## config.mk

```make
export PLATFORM = sky130hd
export DESIGN_NAME = lsu_byte_sequencer
export DESIGN_NICKNAME = d
export VERILOG_FILES = /design/src/rtl/lsu_pkg.sv /design/src/rtl/lsu_load_extend.sv /design/src/rtl/lsu_byte_sequencer.sv
export SDC_FILE = /design/constraint.sdc
export NUM_CORES = 1
export LEC_CHECK = 0
export BUFFER_PORTS_ARGS = -buffer_cell sky130_fd_sc_hd__buf_2
export CORE_MARGIN = 2
export CORE_UTILIZATION = 34
export CTS_CLUSTER_SIZE = 40
export DETAILED_ROUTE_END_ITERATION = 8
export PLACE_DENSITY = 0.58
export SYNTH_ARGS = -nofsm -noshare
export SYNTH_HDL_FRONTEND = slang
export SYNTH_HIERARCHICAL = 1
export SYNTH_SLANG_ARGS = --single-unit
export TNS_END_PERCENT = 1
```

## constraint.sdc

```tcl
create_clock -name CLK -period 4.65 [get_ports CLK]
set_input_delay 0.93 -clock CLK [delete_from_list [all_inputs] [get_ports CLK]]
set_output_delay 0.93 -clock CLK [all_outputs]
set_load 0.05 [all_outputs]
```

## src/rtl/lsu_pkg.sv

```systemverilog
// Shared encodings, FSM states and helpers for the byte-serial load/store unit.
package lsu_pkg;

  localparam logic [1:0] SZ_BYTE = 2'b00;
  localparam logic [1:0] SZ_HALF = 2'b01;
  localparam logic [1:0] SZ_WORD = 2'b10;
  localparam logic [1:0] SZ_RSVD = 2'b11;

  typedef enum logic [1:0] {
    StIdle,
    StAccess,
    StResp,
    StErr
  } lsu_state_e;

  // Reserved size yields zero bytes; callers reject it before use.
  function automatic logic [2:0] bytes_for_size(input logic [1:0] size);
    case (size)
      SZ_BYTE: return 3'd1;
      SZ_HALF: return 3'd2;
      SZ_WORD: return 3'd4;
      default: return 3'd0;
    endcase
  endfunction

  function automatic logic [31:0] extend_load(input logic [31:0] acc, input logic [1:0] size,
                                              input logic is_unsigned);
    case (size)
      SZ_BYTE: return is_unsigned ? {24'h0, acc[7:0]} : {{24{acc[7]}}, acc[7:0]};
      SZ_HALF: return is_unsigned ? {16'h0, acc[15:0]} : {{16{acc[15]}}, acc[15:0]};
      default: return acc;
    endcase
  endfunction

endpackage

```

## src/rtl/lsu_load_extend.sv

```systemverilog
// Final load-result selection: picks the valid low bytes of the accumulator and extends them.
module lsu_load_extend
  import lsu_pkg::*;
(
  input  logic [31:0] acc,
  input  logic [1:0]  size,
  input  logic        is_unsigned,
  output logic [31:0] value
);

  always_comb begin
    value = extend_load(acc, size, is_unsigned);
  end

endmodule

```

## src/rtl/lsu_byte_sequencer.sv

```systemverilog
// Splits a byte/half/word load or store into big-endian single-byte memory transactions.
module lsu_byte_sequencer
  import lsu_pkg::*;
#(
  parameter int unsigned ADDR_W = 32
) (
  input  logic              CLK,
  input  logic              RST,
  input  logic              start,
  input  logic              is_store,
  input  logic [1:0]        size,
  input  logic              is_unsigned,
  input  logic [ADDR_W-1:0] addr,
  input  logic [31:0]       wdata,
  output logic              busy,
  output logic              done,
  output logic              err,
  output logic [31:0]       rdata,
  output logic              mem_req,
  output logic              mem_we,
  output logic [ADDR_W-1:0] mem_addr,
  output logic [7:0]        mem_wdata,
  input  logic              mem_ack,
  input  logic [7:0]        mem_rdata
);

  lsu_state_e        state_q, state_d;
  logic [1:0]        cnt_q;
  logic [ADDR_W-1:0] base_q;
  logic [1:0]        size_q;
  logic              store_q;
  logic              unsigned_q;
  logic [31:0]       wdata_q;
  logic [31:0]       acc_q;
  logic [31:0]       rdata_q;

  logic        legal;
  logic        accept;
  logic        beat;
  logic [1:0]  req_last;
  logic [1:0]  cur_last;
  logic [1:0]  offset;
  logic [31:0] acc_next;
  logic [31:0] ext_value;

  always_comb begin
    case (size)
      SZ_BYTE: legal = 1'b1;
      SZ_HALF: legal = ~addr[0];
      SZ_WORD: legal = (addr[1:0] == 2'b00);
      default: legal = 1'b0;
    endcase
  end

  assign accept   = (state_q == StIdle) && start && legal;
  assign beat     = (state_q == StAccess) && mem_ack;
  assign req_last = 2'(bytes_for_size(size) - 3'd1);
  assign cur_last = 2'(bytes_for_size(size_q) - 3'd1);
  assign offset   = cur_last - cnt_q;
  assign acc_next = {acc_q[23:0], mem_rdata};

  // Extension runs on the post-shift accumulator so rdata is already valid in the RESP cycle.
  lsu_load_extend u_load_extend (
    .acc         (acc_next),
    .size        (size_q),
    .is_unsigned (unsigned_q),
    .value       (ext_value)
  );

  always_ff @(posedge CLK or negedge RST) begin
    if (!RST) begin
      state_q <= StIdle;
    end else begin
      state_q <= state_d;
    end
  end

  always_comb begin
    state_d = state_q;
    case (state_q)
      StIdle: begin
        if (start) state_d = legal ? StAccess : StErr;
      end
      StAccess: begin
        if (mem_ack && (cnt_q == 2'd0)) state_d = StResp;
      end
      StResp:  state_d = StIdle;
      StErr:   state_d = StIdle;
      default: state_d = StIdle;
    endcase
  end

  always_ff @(posedge CLK or negedge RST) begin
    if (!RST) begin
      cnt_q      <= 2'd0;
      base_q     <= '0;
      size_q     <= SZ_BYTE;
      store_q    <= 1'b0;
      unsigned_q <= 1'b0;
      wdata_q    <= 32'h0;
      acc_q      <= 32'h0;
      rdata_q    <= 32'h0;
    end else if (accept) begin
      cnt_q      <= req_last;
      base_q     <= addr;
      size_q     <= size;
      store_q    <= is_store;
      unsigned_q <= is_unsigned;
      wdata_q    <= wdata;
    end else if (beat) begin
      if (!store_q) acc_q <= acc_next;
      if (cnt_q != 2'd0) begin
        cnt_q <= cnt_q - 2'd1;
      end else if (!store_q) begin
        rdata_q <= ext_value;
      end
    end
  end

  always_comb begin
    busy    = (state_q != StIdle);
    done    = (state_q == StResp) || (state_q == StErr);
    err     = (state_q == StErr);
    mem_req = (state_q == StAccess);
    mem_we  = (state_q == StAccess) && store_q;
  end

  // Counter value equals the number of bytes still to follow, so it indexes the MSB-first byte.
  assign mem_addr  = base_q + {{(ADDR_W - 2){1'b0}}, offset};
  assign mem_wdata = wdata_q[{cnt_q, 3'b000} +: 8];
  assign rdata     = rdata_q;

endmodule

```

# Word level (Yosys, flattened, before mapping)

Index checks and enable logic that the tools add are counted.

Reductions and logical operators: 20
Equality and inequality tests: 9
Shift operators: 1
Bitwise gates (word level): 4
Muxes and demuxes: 13
$add $sub $neg: 5

Operators by type and width:

| operator                                                            | number |
|---|---|
| 32-bit two-way mux                                                  | 2 |
| 32-bit case mux with 2 select lines                                 | 1 |
| 32-bit by 2-bit adder with 32-bit output                            | 1 |
| 32-bit by 6-bit variable part select with 8-bit output              | 1 |
| 2-bit case mux with 3 select lines                                  | 3 |
| 2-bit two-way mux                                                   | 6 |
| 2-bit zero test                                                     | 5 |
| 2-bit == test (second input constant)                               | 4 |
| 2-bit nonzero test                                                  | 4 |
| 2-bit by 1-bit == test with 1-bit output (second input constant)    | 3 |
| 2-bit by 1-bit subtractor with 2-bit output (second input constant) | 3 |
| 1-bit logical AND                                                   | 5 |
| 1-bit inverter                                                      | 4 |
| 2-bit AND reduction                                                 | 2 |
| 4-bit AND reduction                                                 | 1 |
| 1-bit case mux with 3 select lines                                  | 1 |
| 3-bit AND reduction                                                 | 1 |
| 2-bit by 1-bit != test with 1-bit output (second input constant)    | 1 |
| 2-bit != test (second input constant)                               | 1 |
| 2-bit OR reduction                                                  | 1 |
| 2-bit subtractor                                                    | 1 |
| 1-bit logical OR                                                    | 1 |

Bits in registers: 128
Output and inout port bits: 77
Logic and storage cells: 61
Input port bits: 80

# Longest topological paths before layout

Word-level depth: 5
Gate-level depth with buffers: 12

# Hierarchy

Netlist, hierarchy kept.

Modules (own cells, without submodules):

| module             | cells each | times used | area each (µm²) | seq. area each (µm²) |
|---|---|---|---|---|
| lsu_byte_sequencer | 403        | 1          | 5878.1          | 3203.1 |
| lsu_load_extend    | 67         | 1          | 355.3           | 0.0 |

# Worst setup path before layout

Ideal clock, no wire load.

Path kind: reg-to-output
From: reg cnt_q[0]
To: out mem_addr[24]
Data arrival time: 3.255 ns
Slack: 0.465 ns
Stages on the path, launching flop included: 13
Buffers on the path: 3
Cell sequence: dfrtp_1 > clkbuf_1 > buf_2 > inv_1 > ha_1 > xor2_1 > xnor2_1 > fa_1 > and3_1 > buf_4 > nand4_4 > nor4_2 > xor2_1

Word-level cells in the longest chain between the ends: 2

Ends and longest elaborated chain:

| item                                     | line                      | RTL |
|---|---|---|
| start: declaration                       | lsu_byte_sequencer.sv:28  | `logic [1:0] cnt_q;` |
| start signal: assignment                 | lsu_byte_sequencer.sv:104 | `cnt_q <= req_last;` |
| start signal: assignment                 | lsu_byte_sequencer.sv:113 | `cnt_q <= cnt_q - 2'd1;` |
| 2-bit subtractor                         | lsu_byte_sequencer.sv:59  | `assign offset = cur_last - cnt_q;` |
| 32-bit by 2-bit adder with 32-bit output | lsu_byte_sequencer.sv:129 | `assign mem_addr = base_q + {{(ADDR_W - 2){1'b0}}, offset};` |
| end: declaration                         | lsu_byte_sequencer.sv:21  | `output logic [ADDR_W-1:0] mem_addr,` |

Every way passes these cells.

# Worst setup path after layout

Same ends and word-level chain as after synthesis.

==> results.ini <==
[sta]
period_needed_ns = 3.970
slew_violations = 0
period_share_pct = 85.38
slew_headroom_pct = 33.58
setup_viol = 0
tns_ns = 0
tightest_slew_ns = 0.9926
hold_viol = 0
rsz0062_at_grt = false
fin_worst_skew_ns = 0.004051
max_clock_freq_mhz = 251.9

[layout]
antenna_cells = 0
mostFrequentLayoutCell = buf_2
final_nets = 699
final_cells = 856
layout_common_cells = buf_2, dfrtp_1, mux2_2
drive_gt1_share_pct = 53.11
syn_to_final_growth_pct = 23.81
fillCellCount = 1669

[logic_synthesis]
async_flop_share_pct = 100.0
synth_area_leaders = dfrtp_1, mux2_2, xor2_1
yosys_warnings = 6
netlist_instances = 470
netlist_area_um2 = 6233
synth.net_count = 554
synth-seq-area-share_pct = 51.38
yosysTopAreaCellShare_pct = 51.38
synth_edf_count = 0
yosys_most_used_dff = dfrtp_1
synth.distinct_cells = 49
syn_area_per_cell_um2 = 13.26
synth_seq_cells = 128
synth_area_leader_cell = dfrtp_1

[global_route]
antenna_found_initial = 0
grtUsageTotal_pct = 14.51
grt_pass1_vias = 4359
grt_pass1_wl_um = 22470
grt_max_degree = 99
grt_overflow = 0

[floorplan]
rows = 49
start_util_pct = 34.70
die_x_um = 139.4
die_area_um2 = 19430
io_pins = 157
die_y_um = 139.4
core-area_um2 = 17960

[clocking]
root_buffer = clkbuf_16
postCtsResizedCells = 0
cts_buffer_depth = 2
clock_sinks = 128
cts_tree = yes
cts_made_buffers = 17
htree_levels = 4
clock_latency_ns = 0.40
postCtsSetupRepairBufs = 0
cts.clk_slew.worst_paths_ns = 0.06
hold_buffers = 0

[routing]
first_pass_iters = 4
wl_um = 13750
dr.first_iter.drc_count = 168
ant_nets = 0
wl_per_cell_um = 16.07
viasPerCell = 4.787
via_count = 4098
drc_errors = 0

[placed_design]
io_buffers = 156
dp.final_hpwl_um = 10010
dp_cells = 825
gp_congestion = 0.7887

[setup_path]
crit_path_start_kind = register
cp_max_fo = 10
arrival_ns = 3.04
end_kind = output pin
worst_ep_required_time_ns = 3.72
crit_type = reg2out
r2r_setup_slack_ns = 2.40

[status]
status = complete, no violations

[worst_hold_path]
hold_path.class = reg2reg

[run]
drv_cap = 0

-- worst max-delay path, stage by stage (launching register included) --
cell     delay (ns)
dfrtp_1        0.34
inv_1          0.04
ha_1           0.19
xor2_1         0.15
xnor2_1        0.32
fa_1           0.28
and3_1         0.29
nand4_4        0.25
nor4_2         0.32
xor2_1         0.17
buf_2          0.28
-- routing by layer --
layer  up-vias  part of all wire (%)  track usage, %
li1       1950                     -               -
met1      2032                    45           18.48
met2       106                    49           23.81
met3        10                   5.2           4.164
met4         0                   1.3           4.891
met5         -                     0               0
-- kinds of logic after synthesis --
family,count (synthesis),synth area share [%]
buf+inv,41,4.175
fa+ha+maj,4,0.9234
xor+xnor,32,4.496
simple gates,99,10.62
flops,128,51.38
compound gates,33,2.911
mux,133,25.49
-- cell usage after synthesis (2+ instances only) --
cell,count
ha_1,3
a21oi_1,2
and4_1,2
dfrtp_1,128
mux2_1,13
and2_1,3
nor3_1,9
nand3_1,8
nand4_1,3
nor4_4,3
xor2_1,21
and4_4,3
mux4_2,8
nand2_1,35
or2_2,2
buf_6,7
mux2_2,110
xnor2_1,11
inv_1,5
o21ai_0,26
clkbuf_1,5
nor4_2,4
buf_2,12
nor2b_1,2
buf_4,10
nor2_1,11
nand4_4,2
-- registers in the layout, indices dropped and copies added (netlist names) --
| name | cells |
|---|---|
| cnt_q | 2 |
| wdata_q | 32 |
| state_q | 2 |
| acc_q | 24 |
| unsigned_q | 1 |
| store_q | 1 |
| base_q | 32 |
| size_q | 2 |
| rdata | 32 |
-- worst paths after layout --
kind / depth (start not counted) / from / endpoint
max: 10 / cnt_q[0] / mem_addr[24]
min: 1 / rdata[4] / rdata[4]
max reg2reg: 4 / state_q[0] / rdata[22]
min reg2reg: 1 / rdata[4] / rdata[4]
max in group asynchronous: 2 / RST / acc_q[9]
min in group asynchronous: 1 / RST / rdata[6]
-- stage by stage --
| step | util [%] | hold WS (ns) | cell area, µm² | setup WS (ns) |
|---|---|---|---|---|
| after floorplan | - | 0.4739 | 6233 | 0.4650 |
| after global placement | 39.69 | 0.4685 | 7131 | 1.076 |
| after detailed placement | 39.69 | 0.4776 | 7131 | 1.062 |
| after CTS | 42.96 | 0.4948 | 7717 | 0.6104 |
| after global routing | 42.96 | 0.5055 | 7717 | 0.3706 |
| final | 42.96 | 0.4873 | 7717 | 0.6799 |
-- final cells by class --
class	instances	area, µm²	area share (%)
multi-input combinational	301	2778	35.99
inverter	5	18.77	0.2432
sequential	128	3203	41.50
clock buffer	20	446.7	5.788
clock inverter	11	140.1	1.816
tap	229	286.5	3.713
timing repair buffer	162	844.6	10.94
Power is left out: the tool's default activity adds up to more than one toggle a clock period on the data nets, which glitch-free logic cannot reach.
